## src/rtl/wave_phase_gen.sv

```systemverilog
// Phase-accumulator NCO feeding the waveform ROM; o_phase_count is the new acc one cycle after an enabled add.
// FTW input is always ready in IDLE, and in RUN is held off while a shadow word waits for the next wrap; PHASE_DITHER_EN adds LFSR output dither.
module wave_phase_gen #(
  parameter int ACC_WIDTH = 32,
  parameter int DEPTH     = 1024,
  parameter int CYC_WIDTH = 16
) (
  input  logic                       i_clk,
  input  logic                       i_rst,
  input  logic                       i_en,
  input  logic                       i_start,
  input  logic                       i_stop,
  input  logic [CYC_WIDTH-1:0]       i_burst_len,
  input  logic [ACC_WIDTH-1:0]       i_ftw,
  input  logic                       i_ftw_valid,
  output logic                       o_ftw_ready,
  output logic [$clog2(DEPTH)-1:0]   o_phase_count,
  output logic                       o_phase_valid,
  output logic                       o_wrap,
  output logic                       o_busy,
  output logic                       o_done
);

  localparam int PW = $clog2(DEPTH);

  typedef enum logic {IDLE, RUN} state_t;

  state_t                state_q, state_d;
  logic [ACC_WIDTH-1:0]  acc_q, acc_d;
  logic [ACC_WIDTH-1:0]  ftw_active_q, ftw_active_d;
  logic [ACC_WIDTH-1:0]  shadow_q, shadow_d;
  logic                  shadow_vld_q, shadow_vld_d;
  logic [CYC_WIDTH-1:0]  cnt_q, cnt_d, cnt_inc;
  logic [CYC_WIDTH-1:0]  len_q, len_d;
  logic                  phase_vld_q, phase_vld_d;
  logic                  wrap_q, wrap_d;
  logic                  done_q, done_d;
  logic [ACC_WIDTH:0]    add_full;
  logic                  ftw_xfer;

  assign add_full    = {1'b0, acc_q} + {1'b0, ftw_active_q};
  assign cnt_inc     = cnt_q + CYC_WIDTH'(1);
  assign o_ftw_ready = (state_q == IDLE) | ~shadow_vld_q;
  assign ftw_xfer    = i_ftw_valid & o_ftw_ready;

  always_ff @(posedge i_clk) begin
    if (i_rst) begin
      state_q      <= IDLE;
      acc_q        <= '0;
      ftw_active_q <= '0;
      shadow_q     <= '0;
      shadow_vld_q <= 1'b0;
      cnt_q        <= '0;
      len_q        <= '0;
      phase_vld_q  <= 1'b0;
      wrap_q       <= 1'b0;
      done_q       <= 1'b0;
    end else begin
      state_q      <= state_d;
      acc_q        <= acc_d;
      ftw_active_q <= ftw_active_d;
      shadow_q     <= shadow_d;
      shadow_vld_q <= shadow_vld_d;
      cnt_q        <= cnt_d;
      len_q        <= len_d;
      phase_vld_q  <= phase_vld_d;
      wrap_q       <= wrap_d;
      done_q       <= done_d;
    end
  end

  always_comb begin
    state_d      = state_q;
    acc_d        = acc_q;
    ftw_active_d = ftw_active_q;
    shadow_d     = shadow_q;
    shadow_vld_d = shadow_vld_q;
    cnt_d        = cnt_q;
    len_d        = len_q;
    phase_vld_d  = 1'b0;
    wrap_d       = 1'b0;
    done_d       = 1'b0;
    case (state_q)
      IDLE: begin
        acc_d = '0;
        // A word parked in the shadow when playback was stopped is applied here.
        if (shadow_vld_q) begin
          ftw_active_d = shadow_q;
          shadow_vld_d = 1'b0;
        end
        if (ftw_xfer) ftw_active_d = i_ftw;
        if (i_start && !i_stop) begin
          state_d = RUN;
          cnt_d   = '0;
          len_d   = i_burst_len;
        end
      end
      RUN: begin
        if (ftw_xfer) begin
          shadow_d     = i_ftw;
          shadow_vld_d = 1'b1;
        end
        if (i_stop) begin
          state_d = IDLE;
          acc_d   = '0;
        end else if (i_start) begin
          acc_d = '0;
          cnt_d = '0;
          len_d = i_burst_len;
        end else if (i_en) begin
          acc_d       = add_full[ACC_WIDTH-1:0];
          phase_vld_d = 1'b1;
          wrap_d      = add_full[ACC_WIDTH];
          if (add_full[ACC_WIDTH]) begin
            // Swap tuning word at the period boundary so the phase stays continuous.
            if (shadow_vld_q) begin
              ftw_active_d = shadow_q;
              shadow_vld_d = 1'b0;
            end
            if (cnt_q != '1) cnt_d = cnt_inc;
            if ((len_q != '0) && (cnt_inc == len_q)) begin
              done_d  = 1'b1;
              state_d = IDLE;
            end
          end
        end
      end
      default: state_d = IDLE;
    endcase
  end

  assign o_phase_valid = phase_vld_q;
  assign o_wrap        = wrap_q;
  assign o_done        = done_q;
  assign o_busy        = (state_q == RUN);

`ifdef PHASE_DITHER_EN
  localparam int DW = ((ACC_WIDTH - PW) < 16) ? (ACC_WIDTH - PW) : 16;

  logic [15:0]          lfsr_q;
  logic                 lfsr_fb;
  logic [ACC_WIDTH-1:0] phase_sum;

  assign lfsr_fb = lfsr_q[15] ^ lfsr_q[13] ^ lfsr_q[12] ^ lfsr_q[10];

  always_ff @(posedge i_clk) begin
    if (i_rst || i_start) begin
      lfsr_q <= 16'hACE1;
    end else if ((state_q == RUN) && i_en && !i_stop) begin
      lfsr_q <= {lfsr_q[14:0], lfsr_fb};
    end
  end

  // Dither only touches bits below the address, so the output moves by at most one step.
  assign phase_sum     = acc_q + ACC_WIDTH'(lfsr_q[DW-1:0]);
  assign o_phase_count = phase_sum[ACC_WIDTH-1 -: PW];
`else
  assign o_phase_count = acc_q[ACC_WIDTH-1 -: PW];
`endif

endmodule

```

## config.mk

```make
export PLATFORM = sky130hd
export DESIGN_NAME = wave_phase_gen
export DESIGN_NICKNAME = d
export VERILOG_FILES = /design/src/rtl/wave_phase_gen.sv
export SDC_FILE = /design/constraint.sdc
export NUM_CORES = 1
export LEC_CHECK = 0
export CAP_MARGIN = 25
export CELL_PAD_IN_SITES_DETAIL_PLACEMENT = 0
export CELL_PAD_IN_SITES_GLOBAL_PLACEMENT = 1
export CORE_MARGIN = 2
export CORE_UTILIZATION = 43
export DETAILED_ROUTE_END_ITERATION = 8
export GPL_ROUTABILITY_DRIVEN = 0
export PLACE_DENSITY = 0.9
export SLEW_MARGIN = 20
export SYNTH_ARGS = -nofsm -noshare
export SYNTH_HDL_FRONTEND = slang
export SYNTH_SLANG_ARGS = --single-unit
```

## constraint.sdc

```tcl
create_clock -name i_clk -period 3.5 [get_ports i_clk]
set_input_delay 0.875 -clock i_clk [delete_from_list [all_inputs] [get_ports i_clk]]
set_output_delay 0.875 -clock i_clk [all_outputs]
set_load 0.1 [all_outputs]
```

==> results.cfg <==
[clock_tree]
clockBufferDepth = 2
ctsHtreeMaxLevel = 4
post-cts-setup-buffer-count = 0
clock-sinks = 133
cts.clk_slew.worst_paths_ns = 0.06
cts_tree = built
root_buffer = clkbuf_16
worstSkewPairLatency_ns = 0.42
cts_buffers = 17

[synthesis]
async_reset_ff_frac = 0
synth_nets = 990
seq_area_frac_synth = 0.363
synth_area_leader_cell = dfxtp_1
synth-warning-count = 0
synthTopCellsByArea = dfxtp_1 36%, nand2_1 6.5%, ha_1 5.6%, a21oi_1 5.4%, o21ai_0 4.4%
synth_top_family_by_area = compound AO/OA/AOI/OAI gates
synth_compound_area_frac = 0.240
synth_flop_cell = dfxtp_1
synthTopCellsByCount = 133 x dfxtp_1, 127 x nand2_1, 79 x a21oi_1
synth_edf_count = 0
yosys.area.top_type_share = 0.363
ys_ff_latch = 133
synth-simple-area-share = 0.186
synthXorXnorAreaFrac = 0.0634
synth_mux_area_frac = 0.0232
synthesis.area_sq_um = 7330
synth.distinct_cells = 58
yosysMostFrequentCell = dfxtp_1
synthAdderAreaFrac = 0.0591
syn_area_per_cell_sq_um = 8.12
synthCells = 902

[status]
status = finished, final reports clean

[timing]
setup_viol = 0
hold_slack_ns = 0.447
max_slew.worst_pin.slew_ns = 0.675
fin_skew_ns = 0.00642
max_freq_mhz = 299
finalCritPeriodShare = 0.954
hold_viol = 0
finalCriticalPeriod_ns = 3.34
slew_headroom = 0.550
finalMaxSlewViolations = 0

[drt]
dr.pass1.iters = 5
avgViaCountPerCell = 5.51
postRouteWirelength_um = 18400
num_vias = 6503
drc = 0
avgRoutedWirePerCell_um = 15.6
ant_nets = 0
drt_iter0_markers = 484

[grt]
grt_antenna_before_repair = 0
grt_pass1_vias = 5983
grt_max_degree = 65
gr-usage-all-layers = 0.209
grt-ovfl-total = 0
grt_pass1_wl_um = 30300

[pwr]
peakVddDrop_uv = 331
p_leak_nw = 3.48
total_power_mw = 3.87
p_per_area_nw_per_um2 = 440

[worst_setup_path]
path_class = reg -> reg
setup.worst_path.end_class = flip-flop
path_max_fanout = 5
r2r-start = ftw_active_q[0]
cp.arrival_ns = 3.67
reg2reg_slack_ns = 0.16
crit_path_start = ftw_active_q[0]
worstReg2RegEnd = cnt_q[7]
crit_path_start_kind = flip-flop
crit_required_ns = 3.83
worstRegToRegCells = 13

[final_layout]
synthToLayoutAreaGrowth_pct = 20.1
antenna_cells = 0
nNetsFinal = 1035
drive_above_1_share = 0.100
fill_cells = 1558

[floorplan]
std_cell_rows = 47
die-area_sq_um = 18100
chipHeight_um = 135
initial_utilization = 0.440
io_pins = 69
die_w_um = 135
core_sq_um = 16600

[place]
io_buffers = 68
dp_hpwl_um = 13100

[min_path]
hold_class = reg -> reg
hold_end = shadow_q[19]
hold_start = shadow_q[19]
hold_depth = 2

[job]
max_cap_violations = 0
-- worst max-delay path by stage --
| stage | endpoint | depth (start not counted) | slack [ns] |
|---|---|---|---|
| after global routing | cnt_q[15] | 13 | -0.005 |
| after floorplan | cnt_q[9] | 14 | 0.35 |
| after detailed placement | cnt_q[6] | 13 | 0.12 |
| after global placement | cnt_q[6] | 13 | 0.21 |
| after CTS | cnt_q[6] | 13 | 0.08 |
| final | cnt_q[7] | 13 | 0.16 |
-- where the power goes --
group / switching [mW] / internal (mW)
Combinational: 0.224 / 0.183
Clock: 0.708 / 1.15
Sequential: 0.0439 / 1.57
-- flip-flops by register name, indices dropped and copies added (netlist names) --
signal	cells
shadow_vld_q	1
ftw_active_q	32
o_phase_valid	1
o_done	1
o_busy	1
o_wrap	1
shadow_q	32
cnt_q	16
acc_q	32
len_q	16
-- layer usage --
layer,vias to the layer above,share of wire,track usage
met3,18,0.048,0.0387
met4,0,0.011,0.0614
met5,-,0,0
met2,156,0.44,0.312
li1,3282,-,-
met1,3047,0.50,0.308
-- layout by cell type, fill, tap and decap left out, types with 25 or more instances in the layout --
master             n
xor2_1            28
nand3b_1          34
buf_4             34
clkdlybuf4s50_1   52
a221oi_1          35
o21ai_0           64
nor2_1            60
ha_1              32
dfxtp_1          133
a21oi_1           79
xnor2_1           25
inv_1             49
nand2_1          127
-- critical path, cell delays in order, from the launching register on --
cell      delay [ns]
dfxtp_1         0.34
ha_2            0.20
inv_1           0.06
fa_1            0.40
nand2b_1        0.20
a21oi_2         0.20
o41ai_2         0.12
o21ai_2         0.19
o22ai_2         0.12
o21a_1          0.22
or2_4           0.29
or4b_4          0.53
buf_4           0.18
o31ai_2         0.22
-- cell type report --
| cell class | count | area [sq um] | area share |
|---|---|---|---|
| Inverter | 49 | 184 | 0.0209 |
| Clock buffer | 18 | 439 | 0.0499 |
| Multi-Input combinational cell | 656 | 4220 | 0.480 |
| Timing Repair Buffer | 90 | 841 | 0.0956 |
| Sequential cell | 133 | 2660 | 0.303 |
| Clock inverter | 14 | 176 | 0.0201 |
| Tap cell | 220 | 275 | 0.0313 |
-- stage by stage --
stage | worst slack, ns | cells | utilization | instance area [sq um] | TNS (ns)
3_5_place_dp | 0.119 | 1148 | 0.491 | 8170 | 0
5_1_grt | -0.00459 | 1180 | 0.529 | 8800 | -0.00459
3_3_place_gp | 0.212 | 1148 | 0.491 | 8170 | 0
4_1_cts | 0.0776 | 1180 | 0.528 | 8780 | 0
6_report | 0.161 | 1180 | 0.529 | 8800 | 0
2_1_floorplan | 0.352 | 902 | - | 7330 | 0
-- repair_timing --
item,in CTS,in global routing
setup endpoints to repair,0,13
resized for setup,0,3
hold buffers,0,0
-- logic make-up after synthesis --
group / count (synthesis)
fa+ha+maj: 34
mux: 17
compound gates: 266
flops: 133
buf+inv: 113
simple gates: 286
xor+xnor: 53
(Power assumes the default switching activity.)
